$ cat config.mk
export PLATFORM = sky130hd
export DESIGN_NAME = io_mem_arbiter
export DESIGN_NICKNAME = d
export VERILOG_FILES = /design/src/rtl/io_mem_arb_pkg.sv /design/src/rtl/io_mem_rr_arbiter.sv /design/src/rtl/io_mem_arbiter.sv
export SDC_FILE = /design/constraint.sdc
export NUM_CORES = 1
export LEC_CHECK = 0
export BUFFER_PORTS_ARGS = -buffer_cell sky130_fd_sc_hd__buf_2
export CORE_AREA = 3 3 250 252
export DETAILED_ROUTE_END_ITERATION = 8
export DIE_AREA = 0 0 253 255
export MAX_ROUTING_LAYER = met4
export REMOVE_ABC_BUFFERS = 1
export SLEW_MARGIN = 5
export SYNTH_ARGS = -nofsm -noshare
export SYNTH_HDL_FRONTEND = slang
export SYNTH_SLANG_ARGS = --single-unit
$ cat constraint.sdc
create_clock -name clk_clk -period 2.7 [get_ports clk_clk]
set_input_delay 0.54 -clock clk_clk [delete_from_list [all_inputs] [get_ports clk_clk]]
set_output_delay 0.54 -clock clk_clk [all_outputs]
set_load 0.02 [all_outputs]
$ cat src/rtl/io_mem_arb_pkg.sv
// Shared definitions for the multi-channel Avalon-MM memory front end:
// FSM encodings and burst-length helpers.
package io_mem_arb_pkg;

  typedef logic [1:0] state_t;

  localparam state_t IDLE    = 2'd0;
  localparam state_t WR      = 2'd1;
  localparam state_t RD_CMD  = 2'd2;
  localparam state_t RD_DATA = 2'd3;

  // The burstcount MSB is reserved, so the longest burst is half the field range.
  function automatic int maxb(input int bcw);
    return 1 << (bcw - 1);
  endfunction

  function automatic int clip_len(input int len, input int max_beats);
    return (len > max_beats) ? max_beats : len;
  endfunction

endpackage

$ cat src/rtl/io_mem_rr_arbiter.sv
// Round-robin request arbiter: the channel after the last accepted one has
// top priority; the pointer only moves when the caller accepts the grant.
module io_mem_rr_arbiter #(
  parameter int NCH = 4,
  parameter int IW  = 2
) (
  input  logic           clk,
  input  logic           reset,
  input  logic [NCH-1:0] req,
  input  logic           accept,
  output logic [NCH-1:0] grant,
  output logic [IW-1:0]  grant_idx,
  output logic           grant_any
);

  logic [IW-1:0] ptr;
  logic [IW-1:0] cand;

  always_comb begin
    grant     = '0;
    grant_idx = '0;
    grant_any = 1'b0;
    cand      = '0;
    for (int k = 0; k < NCH; k++) begin
      cand = IW'((int'(ptr) + k) % NCH);
      if (!grant_any && req[cand]) begin
        grant_any = 1'b1;
        grant_idx = cand;
      end
    end
    if (grant_any) grant[grant_idx] = 1'b1;
  end

  always_ff @(posedge clk) begin
    if (reset) begin
      ptr <= '0;
    end else if (accept) begin
      ptr <= IW'((int'(grant_idx) + 1) % NCH);
    end
  end

endmodule

$ cat src/rtl/io_mem_arbiter.sv
// Shares one Avalon-MM burst master between NCH fabric clients; one burst
// is outstanding at a time and read data is steered back to its owner.
module io_mem_arbiter
  import io_mem_arb_pkg::*;
#(
  parameter int NCH = 4,
  parameter int AW  = 29,
  parameter int DW  = 64,
  parameter int BCW = 4
) (
  input  logic              clk_clk,
  input  logic              reset_reset,
  input  logic [NCH-1:0]    ch_cmd_valid,
  output logic [NCH-1:0]    ch_cmd_ready,
  input  logic [NCH-1:0]    ch_cmd_write,
  input  logic [NCH*AW-1:0] ch_cmd_addr,
  input  logic [NCH*BCW-1:0] ch_cmd_len,
  input  logic [NCH*DW-1:0] ch_wdata,
  output logic [NCH-1:0]    ch_wready,
  output logic [DW-1:0]     ch_rdata,
  output logic [NCH-1:0]    ch_rvalid,
  output logic [AW-1:0]     avm_address,
  output logic [BCW-1:0]    avm_burstcount,
  output logic              avm_read,
  output logic              avm_write,
  output logic [DW-1:0]     avm_writedata,
  input  logic              avm_waitrequest,
  input  logic              avm_readdatavalid,
  input  logic [DW-1:0]     avm_readdata
);

  localparam int IW   = (NCH > 1) ? $clog2(NCH) : 1;
  localparam int MAXB = maxb(BCW);

  state_t          state;
  logic [IW-1:0]   owner;
  logic [AW-1:0]   addr_q;
  logic [BCW-1:0]  len_q;
  logic [BCW-1:0]  beat;
  logic [NCH-1:0]  grant;
  logic [IW-1:0]   grant_idx;
  logic            grant_any;
  logic            accept;
  logic [BCW-1:0]  req_len;
  logic            last_beat;

  // No grant is handed out while reset is held, so nothing is accepted and lost.
  assign accept    = (state == IDLE) && grant_any && !reset_reset;
  assign req_len   = ch_cmd_len[grant_idx*BCW +: BCW];
  assign last_beat = (beat == len_q - BCW'(1));

  io_mem_rr_arbiter #(
    .NCH(NCH),
    .IW (IW)
  ) u_rr (
    .clk      (clk_clk),
    .reset    (reset_reset),
    .req      (ch_cmd_valid),
    .accept   (accept),
    .grant    (grant),
    .grant_idx(grant_idx),
    .grant_any(grant_any)
  );

  always_ff @(posedge clk_clk) begin
    if (reset_reset) begin
      state  <= IDLE;
      owner  <= '0;
      addr_q <= '0;
      len_q  <= '0;
      beat   <= '0;
    end else begin
      case (state)
        IDLE: begin
          // Zero-length commands are consumed here without touching the bus.
          if (accept && (req_len != '0)) begin
            owner  <= grant_idx;
            addr_q <= ch_cmd_addr[grant_idx*AW +: AW];
            len_q  <= BCW'(clip_len(int'(req_len), MAXB));
            beat   <= '0;
            state  <= ch_cmd_write[grant_idx] ? WR : RD_CMD;
          end
        end
        WR: begin
          if (!avm_waitrequest) begin
            if (last_beat) begin
              beat  <= '0;
              state <= IDLE;
            end else begin
              beat <= beat + BCW'(1);
            end
          end
        end
        RD_CMD: begin
          if (!avm_waitrequest) state <= RD_DATA;
        end
        RD_DATA: begin
          if (avm_readdatavalid) begin
            if (last_beat) begin
              beat  <= '0;
              state <= IDLE;
            end else begin
              beat <= beat + BCW'(1);
            end
          end
        end
        default: state <= IDLE;
      endcase
    end
  end

  always_comb begin
    ch_cmd_ready = accept ? grant : '0;
    ch_wready    = '0;
    ch_rvalid    = '0;
    if ((state == WR) && !avm_waitrequest && !reset_reset) ch_wready[owner] = 1'b1;
    if ((state == RD_DATA) && avm_readdatavalid && !reset_reset) ch_rvalid[owner] = 1'b1;
  end

  assign avm_write      = (state == WR);
  assign avm_read       = (state == RD_CMD);
  assign avm_address    = addr_q;
  assign avm_burstcount = len_q;
  assign avm_writedata  = (state == WR) ? ch_wdata[owner*DW +: DW] : '0;
  assign ch_rdata       = avm_readdata;

endmodule

Word-level counts from Yosys, hierarchy flattened
Cells that the tools add are included.
W data, S select, Z words.
- bits in registers: 43
- logic and storage cells: 96
- output and inout port bits: 175
- equality and inequality tests: 8
- reductions and logical operators: 23
- shift operators: 3
- add/sub/neg operators: 6
- multiplexer cells: 40
- multipliers: 1
- $lt $le $gt $ge: 9
- operators by type and width (operator ; count):
    $shiftx A256 B9 Y64 ; 1
    $shiftx A116 B8 Y29 ; 1
    $mux W64 ; 1
    $mux W4 ; 9
    $mux W2 ; 10
    $lt A2 B3 Y1 const B ; 6
    $shiftx A16 B5 Y4 ; 1
    $logic_and A1 B1 Y1 ; 12
    $pmux W4 S3 ; 1
    $mux W1 ; 11
    $bmux W1 S2 ; 5
    $pmux W2 S4 ; 1
    $reduce_and A4 Y1 ; 2
    $mul A2 B5 Y7 const B ; 1
    $ne A2 B2 Y1 const B ; 3
    $logic_not A1 Y1 ; 5
    $add A2 B1 Y2 const B ; 2
    $add A2 B2 Y2 const B ; 2
    $add A4 B1 Y4 const B ; 1
    $demux W1 S2 ; 2
    $eq A2 B2 Y1 const B ; 2
    $eq A4 B4 Y1 ; 1
    $ge A2 B1 Y1 const B ; 2
    $gt A4 B4 Y1 const B ; 1
    7 further kinds ; 7

Depth between registers and ports, before layout
Gate-level depths: netlist of the first run.
- word-level depth: 18
- mapped depth: 10
- gate-level depth less buffers: 8

Cells and area by module
From an unflattened synthesis of the first run, not the netlist that was laid out.
- cells, all modules: 506
- area, all modules: 5260.0 um^2
- by module, submodules not included (module ; cells each ; sequential area each (um^2) ; area each (um^2) ; times used):
    io_mem_arbiter ; 476 ; 820.8 ; 5018.6 ; 1
    io_mem_rr_arbiter ; 30 ; 40.0 ; 241.5 ; 1

Least setup slack after synthesis of the first run
No wires, ideal clock.
- path kind: input to output
- from: input port ch_cmd_valid[0]
- to: output port ch_cmd_ready[2]
- cell stages on the path: 8
- arrival: 2080 ps
- slack: 80 ps
- path through: nor2b_2 o21bai_1 nand2_2 inv_2 buf_6 clkbuf_1 ha_1 and2_1
- cells in the longest elaborated chain, start to end: 18
- RTL lines (what ; line ; source):
    from (decl) ; io_mem_arbiter.sv:13 ; input logic [NCH-1:0] ch_cmd_valid,
    $bmux W1 S2 ; io_mem_rr_arbiter.sv:26 ; if (!grant_any && req[cand]) begin
    $mux W1 (not written as such) ; io_mem_rr_arbiter.sv:26 ;
    $mux W1 ; io_mem_rr_arbiter.sv:26 ;
    $logic_not A1 Y1 ; io_mem_rr_arbiter.sv:26 ;
    $logic_and A1 B1 Y1 ; io_mem_rr_arbiter.sv:26 ;
    $mux W1 ; io_mem_rr_arbiter.sv:26 ;
    $logic_not A1 Y1 ; io_mem_rr_arbiter.sv:26 ;
    $logic_and A1 B1 Y1 ; io_mem_rr_arbiter.sv:26 ;
    (+3 left out) ; - ;
    $mux W2 * ; io_mem_rr_arbiter.sv:26 ;
    net grant_idx[1] ; io_mem_arbiter.sv:41 ; logic [IW-1:0] grant_idx;
    $lt A2 B3 Y1 (not written as such) / $ge A2 B1 Y1 (equally long branches) ; io_mem_rr_arbiter.sv:31 ; if (grant_any) grant[grant_idx] = 1'b1;
    $logic_and A1 B1 Y1 (not written as such) ; io_mem_rr_arbiter.sv:31 ;
    $mux W1 (not written as such) ; io_mem_rr_arbiter.sv:31 ;
    $demux W1 S2 * ; - ;
    $mux W4 * ; io_mem_rr_arbiter.sv:31 ;
    $mux W4 * ; io_mem_arbiter.sv:113 ; ch_cmd_ready = accept ? grant : '0;
    to (decl) ; io_mem_arbiter.sv:14 ; output logic [NCH-1:0] ch_cmd_ready,
The timed path passes the listed nets; every way through them passes the cells marked *. The select of a mux whose other input is x is not followed.

Worst setup path after layout of the first run
- from: input port ch_cmd_valid[1]
- to: output port ch_cmd_ready[1]
The elaborated chain is that of the path after synthesis.

==> flow_summary.ini, run 1 <==
[clocking]
root_buffer = clkbuf_16
cts-buffers-inserted = 5
clkLatencyLatePin_ns = 0.30
clock_path_buffers = 2
clkSlewWorstSetupHoldPaths_ns = 0.07
cts_htree_levels = 2
cts.sink_count = 43
hold_buffers = 0
tritoncts = yes

[pwr]
power_leakage_uw = 0.00454
fin_total_pwr_uw = 7090
p_per_area_nw_per_um2 = 777
ir_drop_v = 0.000315

[worst_hold_path]
hp-class = flip-flop to flip-flop
hp-start = avm_address[2]

[routing]
vias = 6582
vias_per_cell = 3.64
drtAntennaViolNets = 0
routed_wl_mm = 41.1
first_pass_iters = 4
wl_per_cell_microns = 22.7
drc_errors = 0
drt_iter0_markers = 322

[critical_path]
endpoint_kind = primary output
critical-path-top-delay-family = buffers and inverters
cpPeakStageDelay_ns = 0.25
path_cells = buf_2 > nor2_4 > buf_4 > nor4b_4 > buf_4 > nor2_4 > inv_1 > ha_1 > and2_1 > buf_2
startpoint = ch_cmd_valid[1]
path_buf_inv = 5
critical_path_class = input pin to primary output
start_kind = input pin
arrival_ns = 2.03
cp_max_fo = 5
crit_path_top_delay_cell = nor4b_4
critPathRequiredTime_ns = 2.16
rr_startpoint = u_rr.ptr[0]

[placement]
dpl_cell_area_sq_um = 8860
place_inst = 1786
gp_congestion = 0.765
numPortBuffers = 510
pre_cts_ws_ns = -0.0310
dp.final_hpwl_mm = 36.8

[global_route]
grt_overflow = 0
grt_pass1_vias = 6456
grt_pass1_wl_mm = 51.7
antenna_found_initial = 41
grt_usage = 0.121
grt_max_degree = 67

[sta]
finalCritPeriodShare = 0.952
slew_violations = 0
min_period_ns = 2.57
setup_violations = 0
hold_viol_final = 0
skew_ns = 0.0118
clock.fmax_mhz = 389
slew-limit-headroom = 0.653
worstMarginPinSlew_ns = 0.515
fin_ws_ns = 0.129

[final_layout]
area_delta_synth_final_pct = 58.9
finalNonFillerCells = 1808
fin_nets = 1483
final_layout_size_suffix_gt1_frac = 0.656
postLayoutCoreUtil = 0.151
final_area_sq_um = 9120

[synth]
synth_top_area_frac = 0.251
synth_seq_cells = 43
yosysWarnings = 0
syn_avg_cell_area_sq_um = 10.0
yosys.area.top_type = mux4_2
seq_area_frac_synth = 0.150
synth_area_leaders = mux4_2, mux2i_1, dfxtp_1
netlist_area_sq_um = 5740
ys_types = 53
netlist_instances = 573

[job]
maxCapViolCount = 0

[floorplanning]
die_h_microns = 255
dieArea_sq_um = 64500
fp-row-count = 90
coreArea_sq_um = 60400
ioPinCount = 639
dieWidth_microns = 253
start_util = 0.0951

[status]
status = completed
## worst min-delay path: cells and delay by family, from the launching register on
| kind | cells | cell delay (ns) |
|---|---|---|
| DFF | 1 | 0.31 |
| muxes | 1 | 0.05 |
| and+or+nand+nor | 1 | 0.05 |
## kinds of logic (layout without fill, tap and decap cells)
group                    after synthesis  in the layout  synth area share
XOR/XNOR                               6              6           0.00916
adder cells (fa/ha/maj)                6              6            0.0131
other                                  0             12                 0
buffers and inverters                118            559             0.134
flip-flops                            43             43             0.150
AO/OA/AOI/OAI                         35             35            0.0480
AND/OR/NAND/NOR                      177            177             0.172
multiplexers                         188            188             0.474
## power breakdown
group / total [uW] / internal [uW] / switching [uW]
sequential: 1250 / 928 / 319
combinational: 5110 / 2460 / 2650
clock: 725 / 437 / 288
total: 7090 / 3830 / 3260
## routing by layer
metal | routed length (microns) | vias up | track usage
li1 | - | 2950 | -
met1 | 15700 | 3049 | 0.129
met2 | 19500 | 517 | 0.204
met3 | 5320 | 66 | 0.0646
met4 | 664 | 0 | 0.0166
met5 | 0 | - | -
## placed cells by master (no fill, tap or decap), types with 12 or more instances in the layout
cell type,synthesis,final
nor2_1,17,16
nand2_1,46,46
mux2i_1,94,94
mux4_2,64,64
buf_2,4,510
diode_2,0,12
mux2_2,30,30
dfxtp_1,43,40
and2_1,69,69
buf_4,70,27
## synth_stat cells, drive strengths merged
master and n:
nand4 1, or4 1, xnor2 2, xor2 4, a41o 4, mux2i 94
and3 3, nor3 5, nand2 47, a32oi 2, a21o 1, a211oi 2
nor2 18, clkbuf 26, nor4b 1, dfxtp 43, a21oi 1, a31o 2
a21boi 1, ha 6, o21ai 7, o21bai 2, a32o 4, o22ai 1
a22oi 1, nor4 8, nand2b 6, o2bb2ai 1, and2 69, nor3b 2
mux2 30, inv 7, a221oi 2, buf 85, a41oi 1, or4b 1
a211o 2, mux4 64, o32ai 1, nor2b 5, nand3 10
## what timing repair did
action,4_1_cts,5_1_grt
hold endpoints to repair,0,0
gates cloned,0,0
setup buffers,1,1
pin swaps,0,1
endpoints found under the setup margin,5,3
gates resized for setup,1,5
## cell type report
cell class	count	area (sq um)
clock buffer	5	125
timing repair buffer	544	2900
multi-input combinational	412	4150
antenna	12	30.0
clock inverter	3	43.8
inverter	7	26.3
tap	782	978
fill	6907	51200
sequential	43	870
## stage by stage
step | TNS (ns) | hold slack, ns
6_report | 0 | 0.456
5_1_grt | -0.00415 | 0.475
4_1_cts | 0 | 0.461
3_5_place_dp | -0.299 | 0.451
3_3_place_gp | 0 | 0.441
2_1_floorplan | -173.55 | 0.478
## worst paths after layout
check | endpoint | slack, ns | cells after the start
worst max-delay path | ch_cmd_ready[1] | 0.13 | 10
worst min-delay path | avm_address[2] | 0.46 | 2
worst max register to register | avm_address[25] | 0.32 | 7
worst min register to register | avm_address[2] | 0.46 | 2
## registers in the layout, indices dropped and copies added (netlist names)
signal,cells
avm_address,29
avm_burstcount,4
beat,4
owner,2
state,2
u_rr.ptr,2
Note: power is estimated with default switching activity, not from simulation.
==> run 2, diff against run 1 <==
SYNTH_HIERARCHICAL = 1   (was not set)
==> flow_summary.ini, run 2 <==
[status]
status = completed

[clocking]
cts.sink_count = 43
tritoncts = yes
clkLatencyLatePin_ns = 0.29
cts-buffers-inserted = 5
root_buffer = clkbuf_16
hold_buffers = 0
clock_path_buffers = 2
cts_htree_levels = 2
clkSlewWorstSetupHoldPaths_ns = 0.07

[routing]
drtAntennaViolNets = 0
routed_wl_mm = 40.8
drc_errors = 0
vias = 6305
vias_per_cell = 3.62
wl_per_cell_microns = 23.4
drt_iter0_markers = 380
first_pass_iters = 4

[global_route]
grt_overflow = 0
grt_pass1_vias = 6034
grt_pass1_wl_mm = 51.1
grt_usage = 0.121
antenna_found_initial = 44
grt_max_degree = 67

[floorplanning]
fp-row-count = 90
die_h_microns = 255
start_util = 0.0871
coreArea_sq_um = 60400
dieArea_sq_um = 64500
ioPinCount = 639
dieWidth_microns = 253

[pwr]
p_sw_uw = 2000
power.internal_uw = 2670
combinationalPowerShare = 0.658
fin_total_pwr_uw = 4680
ir_drop_v = 0.000280
p_per_area_nw_per_um2 = 539
power.switching_fraction = 0.429
seq_power_share = 0.197
power_leakage_uw = 0.00388
pwr-share-clk = 0.145

[synth]
synthSimpleGateAreaFrac = 0.175
syn_avg_cell_area_sq_um = 10.4
synthTopCellsByCount = mux4_2, and2_1, nand2_1
seq_area_frac_synth = 0.164
yosysWarnings = 6
synth_top_family_by_area = multiplexers
yosys.area_share.adder = 0.0143
synth_area_leaders = mux4_2, dfxtp_1, buf_4
synth.most_common_cell = mux4_2
synth_mux_area_frac = 0.426
synth_seq_cells = 43
netlist_area_sq_um = 5260
synth_top_area_frac = 0.420
synth_compound_area_frac = 0.0723
netlist_instances = 506
async_reset_ff_frac = 0
ys_types = 39
synth_edf_count = 0
synth_xor_area_frac = 0.0143
synthFlopType = dfxtp_1
yosys.area.top_type = mux4_2

[critical_path]
critPathRequiredTime_ns = 2.16
endpoint_kind = primary output
path_buf_inv = 2
start_kind = flip-flop
arrival_ns = 2.07
crit_path_top_delay_cell = mux4_2
critical-path-top-delay-family = multiplexers
path_cells = buf_12 > mux4_2 > and2_1 > buf_2
cpPeakStageDelay_ns = 0.58
r2r_slack_ns = 0.15
critical_path_class = flip-flop to primary output
cp_max_fo = 18

[worst_hold_path]
hp-class = flip-flop to flip-flop

[final_layout]
largest_register_ffs = 29
final_common_cell = buf_2
final_layout_size_suffix_gt1_frac = 0.708
fin_nets = 1418
final_area_sq_um = 8680
area_delta_synth_final_pct = 65.1
final_cell_mix = buf_2, mux4_2, and2_1, nand2_1, dfxtp_1
fill_cells = 6954

[placement]
numPortBuffers = 510
dp.final_hpwl_mm = 37.1
gp_congestion = 0.826
dpl_cell_area_sq_um = 8480

[sta]
slew-limit-headroom = 0.513
slew_violations = 0
skew_ns = 0.00858
worstMarginPinSlew_ns = 0.725
min_period_ns = 2.61
setup_violations = 0
finalCritPeriodShare = 0.966
setup_tns_ns = 0
rsz0062_at_grt = false
hold_viol_final = 0
clock.fmax_mhz = 383

[job]
maxCapViolCount = 0
[run 2: final timing paths]
check	start	end	depth (start not counted)
max	owner[0]	avm_writedata[8]	4
min reg2reg	avm_address[12]	avm_address[12]	2
max reg2reg	u_rr/ptr[1]	avm_burstcount[0]	9
min	avm_address[12]	avm_address[12]	2
[run 2: routing by layer]
| metal | global-route usage | wire length, microns | up-vias |
|---|---|---|---|
| li1 | - | - | 2701 |
| met1 | 0.140 | 15900 | 2948 |
| met2 | 0.202 | 19000 | 572 |
| met3 | 0.0422 | 4680 | 84 |
| met4 | 0.0227 | 1180 | 0 |
| met5 | - | 0 | - |
[run 2: worst reg2reg max path: stages, from the launching register on]
cell and delay [ns]:
dfxtp_4 0.38, mux2i_1 0.18, nor2_1 0.08, nor3_4 0.16, buf_12 0.16, mux4_2 0.56, o41a_2 0.57, buf_12 0.17
nor3_1 0.14, a31o_1 0.12
[run 2: cells by family (layout without fill, tap and decap cells)]
kind of cell | after synthesis | count (layout)
AND/OR/NAND/NOR | 179 | 179
buffers and inverters | 115 | 558
multiplexers | 101 | 101
AO/OA/AOI/OAI | 55 | 55
flip-flops | 43 | 43
XOR/XNOR | 7 | 7
adder cells (fa/ha/maj) | 6 | 6
other | 0 | 10
[run 2: final cells by class]
cell class                 count  area [sq um]  share of cell area
antenna                       10          25.0             0.00288
clock buffer                   6           150              0.0173
clock inverter                 2          13.8             0.00159
inverter                       8          30.0             0.00346
multi-input combinational    348          3720               0.428
sequential                    43           872               0.100
tap                          782           978               0.113
timing repair buffer         542          2900               0.334
[run 2: through the flow]
stage	cells	hold WS (ns)	utilization	setup slack, ns
final	1741	0.449	0.144	0.0913
after floorplan	399	0.484	-	-2.79
after detailed placement	1723	0.444	0.140	-0.135
after CTS	1731	0.454	0.143	0.0249
after global placement	1723	0.441	0.140	-0.122
after global routing	1737	0.471	0.144	0.00800
[run 2: power by group through the flow]
stage	Clock (uW)	Sequential (uW)	Combinational (uW)
CTS	707	927	3110
floorplan	0	1090	1740
finish	678	923	3080
global route	725	945	3330
detailed placement	0	936	3120
global placement	0	935	3090
[run 2: what timing repair did]
item / in CTS / in global routing
resized for setup: 1 / 4
endpoints found under the setup margin: 2 / 19
pin swaps: 0 / 1
setup buffers: 0 / 0
